**src/rtl/elevator_car_ctrl.sv**
```systemverilog
`default_nettype none
// +--------------------------------------------------------------------------+
// | elevator_car_ctrl: accepts floor requests (valid/ready), steps the car    |
// | one floor per STEP_CYCLES, then holds the door. Macro: DOOR_REOPEN_EN.    |
// | Revision: 1.0                                                             |
// +--------------------------------------------------------------------------+
module elevator_car_ctrl #(
  parameter int FLOOR_W     = 3,
  parameter int NUM_FLOORS  = 8,
  parameter int STEP_CYCLES = 50000000,
  parameter int DOOR_CYCLES = 100000000
) (
  input  logic               clock,
  input  logic               reset_n,
  input  logic [FLOOR_W-1:0] req_floor,
  input  logic               req_valid,
`ifdef DOOR_REOPEN_EN
  input  logic               door_btn,
`endif
  output logic               req_ready,
  output logic [FLOOR_W-1:0] cur_floor,
  output logic               dir_up,
  output logic               dir_down,
  output logic               door_open,
  output logic               arrived
);

  localparam int C_CNT_MAX = (STEP_CYCLES > DOOR_CYCLES) ? STEP_CYCLES : DOOR_CYCLES;
  localparam int C_CNT_W   = $clog2(C_CNT_MAX + 1);
  localparam logic [C_CNT_W-1:0] C_STEP_LAST = C_CNT_W'(STEP_CYCLES - 1);
  localparam logic [C_CNT_W-1:0] C_DOOR_LAST = C_CNT_W'(DOOR_CYCLES - 1);
  localparam logic [FLOOR_W:0]   C_NUM_FLOORS = (FLOOR_W + 1)'(NUM_FLOORS);

  typedef enum logic [1:0] {
    S_IDLE      = 2'd0,
    S_MOVE_UP   = 2'd1,
    S_MOVE_DOWN = 2'd2,
    S_DOOR      = 2'd3
  } state_t;

  state_t               r_state, w_state_nxt;
  logic [C_CNT_W-1:0]   r_cnt, w_cnt_nxt;
  logic [FLOOR_W-1:0]   r_floor, w_floor_nxt;
  logic [FLOOR_W-1:0]   r_target, w_target_nxt;
  logic                 r_arrived, w_arrived_nxt;
  logic                 w_accept;
  logic                 w_in_range;
  logic [FLOOR_W-1:0]   w_floor_adj;

  assign w_accept    = req_valid && (r_state == S_IDLE);
  assign w_in_range  = ({1'b0, req_floor} < C_NUM_FLOORS);
  assign w_floor_adj = (r_state == S_MOVE_UP) ? (r_floor + FLOOR_W'(1))
                                              : (r_floor - FLOOR_W'(1));

  always_ff @(posedge clock or negedge reset_n) begin
    if (!reset_n) begin
      r_state   <= S_IDLE;
      r_cnt     <= '0;
      r_floor   <= '0;
      r_target  <= '0;
      r_arrived <= 1'b0;
    end else begin
      r_state   <= w_state_nxt;
      r_cnt     <= w_cnt_nxt;
      r_floor   <= w_floor_nxt;
      r_target  <= w_target_nxt;
      r_arrived <= w_arrived_nxt;
    end
  end

  always_comb begin
    w_state_nxt   = r_state;
    w_cnt_nxt     = r_cnt;
    w_floor_nxt   = r_floor;
    w_target_nxt  = r_target;
    w_arrived_nxt = 1'b0;
    case (r_state)
      S_IDLE: begin
        if (w_accept) begin
          // Out-of-range requests are consumed silently and leave the car idle.
          w_target_nxt = req_floor;
          w_cnt_nxt    = '0;
          if (!w_in_range) begin
            w_state_nxt = S_IDLE;
          end else if (req_floor == r_floor) begin
            w_state_nxt   = S_DOOR;
            w_arrived_nxt = 1'b1;
          end else if (req_floor > r_floor) begin
            w_state_nxt = S_MOVE_UP;
          end else begin
            w_state_nxt = S_MOVE_DOWN;
          end
        end
`ifdef DOOR_REOPEN_EN
        else if (door_btn) begin
          w_state_nxt = S_DOOR;
          w_cnt_nxt   = '0;
        end
`endif
      end
      S_MOVE_UP, S_MOVE_DOWN: begin
        if (r_cnt == C_STEP_LAST) begin
          w_cnt_nxt   = '0;
          w_floor_nxt = w_floor_adj;
          if (w_floor_adj == r_target) begin
            w_state_nxt   = S_DOOR;
            w_arrived_nxt = 1'b1;
          end
        end else begin
          w_cnt_nxt = r_cnt + C_CNT_W'(1);
        end
      end
      S_DOOR: begin
`ifdef DOOR_REOPEN_EN
        if (door_btn) begin
          w_cnt_nxt = '0;
        end else
`endif
        if (r_cnt == C_DOOR_LAST) begin
          w_cnt_nxt   = '0;
          w_state_nxt = S_IDLE;
        end else begin
          w_cnt_nxt = r_cnt + C_CNT_W'(1);
        end
      end
      default: begin
        w_state_nxt = S_IDLE;
        w_cnt_nxt   = '0;
      end
    endcase
  end

  assign req_ready = (r_state == S_IDLE);
  assign dir_up    = (r_state == S_MOVE_UP);
  assign dir_down  = (r_state == S_MOVE_DOWN);
  assign door_open = (r_state == S_DOOR);
  assign cur_floor = r_floor;
  assign arrived   = r_arrived;

endmodule
`default_nettype wire
```
**config.mk**
```make
export PLATFORM = sky130hd
export DESIGN_NAME = elevator_car_ctrl
export DESIGN_NICKNAME = d
export VERILOG_FILES = /design/src/rtl/elevator_car_ctrl.sv
export SDC_FILE = /design/constraint.sdc
export NUM_CORES = 1
export LEC_CHECK = 0
export CAP_MARGIN = 20
export CORE_ASPECT_RATIO = 1.75
export CORE_MARGIN = 2
export CORE_UTILIZATION = 50
export CTS_CLUSTER_SIZE = 30
export DETAILED_ROUTE_END_ITERATION = 7
export DONT_BUFFER_PORTS = 1
export HOLD_SLACK_MARGIN = 0.12
export PLACE_DENSITY = 0.67
export SYNTH_ARGS = -nofsm -noshare
export SYNTH_HDL_FRONTEND = slang
export SYNTH_SLANG_ARGS = --single-unit
```
**constraint.sdc**
```tcl
create_clock -name clock -period 2.02 [get_ports clock]
set_input_delay 0.404 -clock clock [delete_from_list [all_inputs] [get_ports clock]]
set_output_delay 0.404 -clock clock [all_outputs]
set_load 0.01 [all_outputs]
```
# --- Word level (Yosys, flattened, before mapping) ---
# Cells that the tools add are included.
op_classes:
  addsub: 3
  magnitude_cmp: 1
  eq_ne: 11
  n_mux: 17
  reduce_logical: 6
op_table:
  columns: ["op", "n"]
  rows:
  - ["27-bit 2-to-1 mux", 3]
  - ["27-bit case mux with 3 select lines", 1]
  - ["27-bit by 1-bit adder with 27-bit output (second input constant)", 1]
  - ["27-bit by 26-bit equality test with 1-bit output (second input constant)", 1]
  - ["27-bit equality test (second input constant)", 1]
  - ["2-bit 2-to-1 mux", 6]
  - ["3-bit equality test", 2]
  - ["2-bit case mux with 3 select lines", 1]
  - ["2-bit equality test (second input constant)", 2]
  - ["1-bit 2-to-1 mux", 4]
  - ["2-bit by 1-bit != test with 1-bit output (second input constant)", 2]
  - ["2-bit != test (second input constant)", 2]
  - ["2-bit AND reduction", 2]
  - ["4-bit AND reduction", 1]
  - ["3-bit by 1-bit adder with 3-bit output (second input constant)", 1]
  - ["3-bit greater-than comparator", 1]
  - ["3-bit 2-to-1 mux", 1]
  - ["3-bit by 1-bit subtractor with 3-bit output (second input constant)", 1]
  - ["2-bit by 1-bit equality test with 1-bit output (second input constant)", 1]
  - ["2-bit zero test", 1]
  - ["1-bit case mux with 2 select lines", 1]
  - ["2-bit OR reduction", 1]
  - ["1-bit logical AND", 1]
totals:
  ff_bits: 36
  out_inout_bits: 8

# --- Logic depth before layout (Yosys ltp) ---
depth:
  depth_word: 6
  mapped_depth: 9

# --- Worst setup path before layout ---
# No wires, ideal clock.
synth_path:
  path_kind: "reg-to-reg"
  startpoint: "register r_state[1]"
  endpoint: "register r_state[1]"
  t_arrival_ns: 1.899
  required_ns: 1.894
  slack_ns: -0.004
  stages_incl_launch_ff: 10
  n_path_buf: 0
  path_cell_list: "dfrtp_1 -> inv_1 -> ha_1 -> fa_1 -> xnor2_1 -> xnor2_1 -> nand3_1 -> a21oi_1 -> nand3_1 -> mux2i_1"
synth_via:
  elab_chain_cells: 5
synth_lines:
  columns: ["element", "line", "text"]
  rows:
  - ["start, declared", "41", "state_t r_state, w_state_nxt;"]
  - ["start signal, assigned", "63", "r_state <= w_state_nxt;"]
  - ["2-bit by 1-bit equality test with 1-bit output (*)", null, null]
  - ["via dir_up", "22", "output logic dir_up,"]
  - ["3-bit 2-to-1 mux", "52", "assign w_floor_adj = (r_state == S_MOVE_UP) ? (r_floor + FLOOR_W'(1))"]
  - ["3-bit equality test", "105", "if (w_floor_adj == r_target) begin"]
  - ["2-bit != test (no source line)", null, null]
  - ["4-bit AND reduction (no source line)", null, null]
# The timed path passes the listed nets; every way through them passes the cells marked *.
# A chain may end at the register's enable or synchronous reset.

# --- Worst setup path in the final report ---
layout_path:
  startpoint: "register r_cnt[8]"
  endpoint: "register r_cnt[8]"
layout_via:
  elab_chain_cells: 3
layout_lines:
  columns: ["element", "line", "text"]
  rows:
  - ["start, declared", "42", "logic [C_CNT_W-1:0] r_cnt, w_cnt_nxt;"]
  - ["start signal, assigned", "64", "r_cnt <= w_cnt_nxt;"]
  - ["27-bit by 1-bit adder with 27-bit output (tied with other cells)", "110, 123", null]
  - ["27-bit 2-to-1 mux, on equally long branches", "119, 102", null]
  - ["27-bit case mux with 3 select lines (*)", "77", "case (r_state)"]
# Mark *: on every way between the ends. The rest lies on a longest branch, timed or not.

==> results.md <==
- Seq pwr share: 49.6%
- CTS H-tree lvls: 2
- Chip width: 54.72 um
- CTS clock-pin slew for the worst setup and hold paths: 0.07 ns
- Hold path depth: 1
- Cell variety after synth: 47
- Crit-path max FO: 17
- Sw Share: 19.75%
- Antenna-violating nets left: 0
- Initial antenna violation count: 0
- Synth Instances: 234
- Failing checks: setup timing
- Top cell type's share of synthesized area: 40.02%
- Routed WL per cell: 18.40 um
- RePlAce Congestion: 0.8306
- Die area: 5076 um2
- Filler cell count: 339
- Worst setup margin: -0.01324 ns
- Worst Path Required: 2.19 ns
- Via/cell ratio: 6.099
- Pwr dens: 488.5 nW/um2
- Initial cell density of the core: 51.58%
- Rows: 32
- Total I/O pin count: 14
- Largest net degree at the start of global routing: 37
- Ratio of final minimum period to clock period: 100.7%
- First-pass GRT wire length: 10090 um
- GR Overflow Total: 0
- Leakage: 0.001337 uW
- Fin. Hold Viols: 0
- CTS root buf: clkbuf_8
- Main area contributors after synthesis: dfrtp_1, a31oi_1, ha_1, nand2_1, xnor2_1
- Post-layout net count: 298
- DIE HEIGHT: 92.76 um
- Area growth, synth to finish: 32.02%
- Mapped Nets: 249
- CTS tree: done
- R2R cell count: 7
- RSZ-0062 raised after global routing: true
- First-pass DRT Iterations: 4
- Slew margin rel.: 77.27%
- Tmin final: 2.033 ns
- NetSw: 286.7 uW
- Status: complete, but fails checks
- Yosys warns: 0
- Clock Tree Buf Depth: 2
- Worst-Skew Late Latency: 0.29 ns
- Diodes inserted: 0
- MaxCap Viol Count: 0
- Dpl ws: -0.06565 ns
- Final WL: 6163 um
- Most common cell after layout, fill and taps aside: buf_4
- Max-slew violations: 0
- Mapped Area: 2251 um2
- CP endpoint kind: flip-flop
- Setup TNS Final: -0.01637 ns
- Internal: 1165 uW
- Clock buffer count from CTS: 5
- Core Region: 4364 um2
- Crit start category: flip-flop
- Flops & latches, synth: 36
- Comb power frac: 2.0%
- Yosys top cell by area: dfrtp_1
- Via count: 2043
- Worst reg2reg endpoint: r_cnt[8]
- Worst IR Drop VDD: 0.0004013 V
- Worst EP arrival: 2.20 ns
- Clock sinks: 36
- PortBufs: 0
- Layout cell share with drive strength beyond 1: 34.86%
- Clock power frac: 48.4%
- Register area share after synthesis: 40.02%
- Overall power: 1452 uW
- Hold_sp: req_floor[2]
- Drt initial violations: 54
- Vias in the first global route: 2162
- Syn_area_per_cell: 9.619 um2
- Most frequent cells in the layout: buf_4, dfrtp_1, nand2_1, a31oi_1, inv_1
- Gr usage total: 27.26%
- Beginning of the worst register-to-register path: r_cnt[8]
- Critical path class: reg2reg
- Min-delay worst type: in2reg
- Final setup fails: 2
- F_max: 0.4918 GHz
- Drt drc: 0
- Hold endpoint: r_target[2]
- DP HPWL: 4413 um
- Clock skew: 0.002184 ns
- Worst slew pin tran: 0.3398 ns
- R2R Setup Slk: -0.01 ns
- Hold_ws: 0.2645 ns
sequential cells by signal (all words and copies together) (netlist names):
name and cells:
arrived 1, cur_floor 3, r_cnt 27, r_state 2, r_target 3
stage by stage:
stage | instances | cell area [um2] | util [%]
6_report | 335 | 2972 | 68.09
5_1_grt | 335 | 2972 | 68.09
4_1_cts | 331 | 2849 | 65.28
3_5_place_dp | 319 | 2626 | 60.18
3_3_place_gp | 319 | 2626 | 60.18
2_1_floorplan | 234 | 2261 | -
power groups by stage:
stage                     logic (uW)  clock network (uW)  registers, uW
after floorplan                 6.22                   0            735
after global placement          8.45                   0            734
after detailed placement        9.24                   0            734
after CTS                       30.5                 717            720
after global routing            34.0                 753            720
final                           29.2                 702            720
routing by layer:
layer	part of all wire, %	GRT usage, %
met3	3.4	4.677
met1	36	27.86
met5	0	0
met2	58	49.21
met4	3.1	13.54
worst max path at each step:
stage	end	cells after the start	slack, ns	startpoint
after floorplan	r_cnt[17]	8	0.04	r_cnt[0]
after global placement	r_cnt[21]	7	-0.06	r_cnt[8]
after detailed placement	r_cnt[3]	7	-0.07	r_cnt[8]
after CTS	arrived	8	-0.001	r_cnt[0]
after global routing	r_cnt[26]	9	-0.13	r_cnt[0]
final	r_cnt[8]	7	-0.01	r_cnt[8]
worst max-delay path, cell delays in order, from the launching register on:
cell and delay [ns]:
dfrtp_1 0.41, nor4_4 0.35, nand4_1 0.21, o41ai_4 0.33, a21oi_4 0.17, buf_12 0.18
a31oi_2 0.19, a31oi_1 0.06
synth_stat cells, drive strengths merged:
master and instances:
dfrtp 36, nand2 26, a31oi 23, a21oi 12
inv 12, nand3 12, nor2 10, nand4 9
o21ai 9, ha 8, xnor2 7, and3 6
buf 6, nand2b 6, clkbuf 5, a22o 4
a41oi 4, nor3 4, and4 3, mux2 3
nor4b 3, xor2 3, and2 2, mux2i 2
nor2b 2, nor4 2, o31ai 2, or2b 2
a211oi 1, a221o 1, and3b 1, fa 1
nand4b 1, nor4bb 1, o221ai 1, o22a 1
o22ai 1, o31a 1, o41ai 1
timing repair:
action / in CTS / in global routing
pin swaps: 2 / 10
hold endpoints to repair: 36 / 0
hold buffers: 2 / 0
resized for setup: 10 / 18
setup endpoints to repair: 20 / 27
buffers inserted: 2 / 4
layout make-up:
cell class	count	area, um2	area share [%]
Timing Repair Buffer	53	457.9	15.41
Inverter	12	45.04	1.516
Clock inverter	1	30.03	1.011
Multi-Input combinational cell	175	1378	46.36
Tap cell	51	63.81	2.147
Sequential cell	36	900.9	30.32
Clock buffer	7	96.34	3.242
logic make-up after synthesis:
kind of cell               Yosys count  share of synthesized area, %
AOI/OAI and AO/OA                   61                         19.73
xor gates and xnor gates            10                         3.891
adders and majority gates            9                         5.337
buffers and inverters               23                         5.613
DFF                                 36                         40.02
muxes                                5                         2.390
and+or+nand+nor                     90                         23.01
No activity file was read; power rests on OpenSTA's default activity.
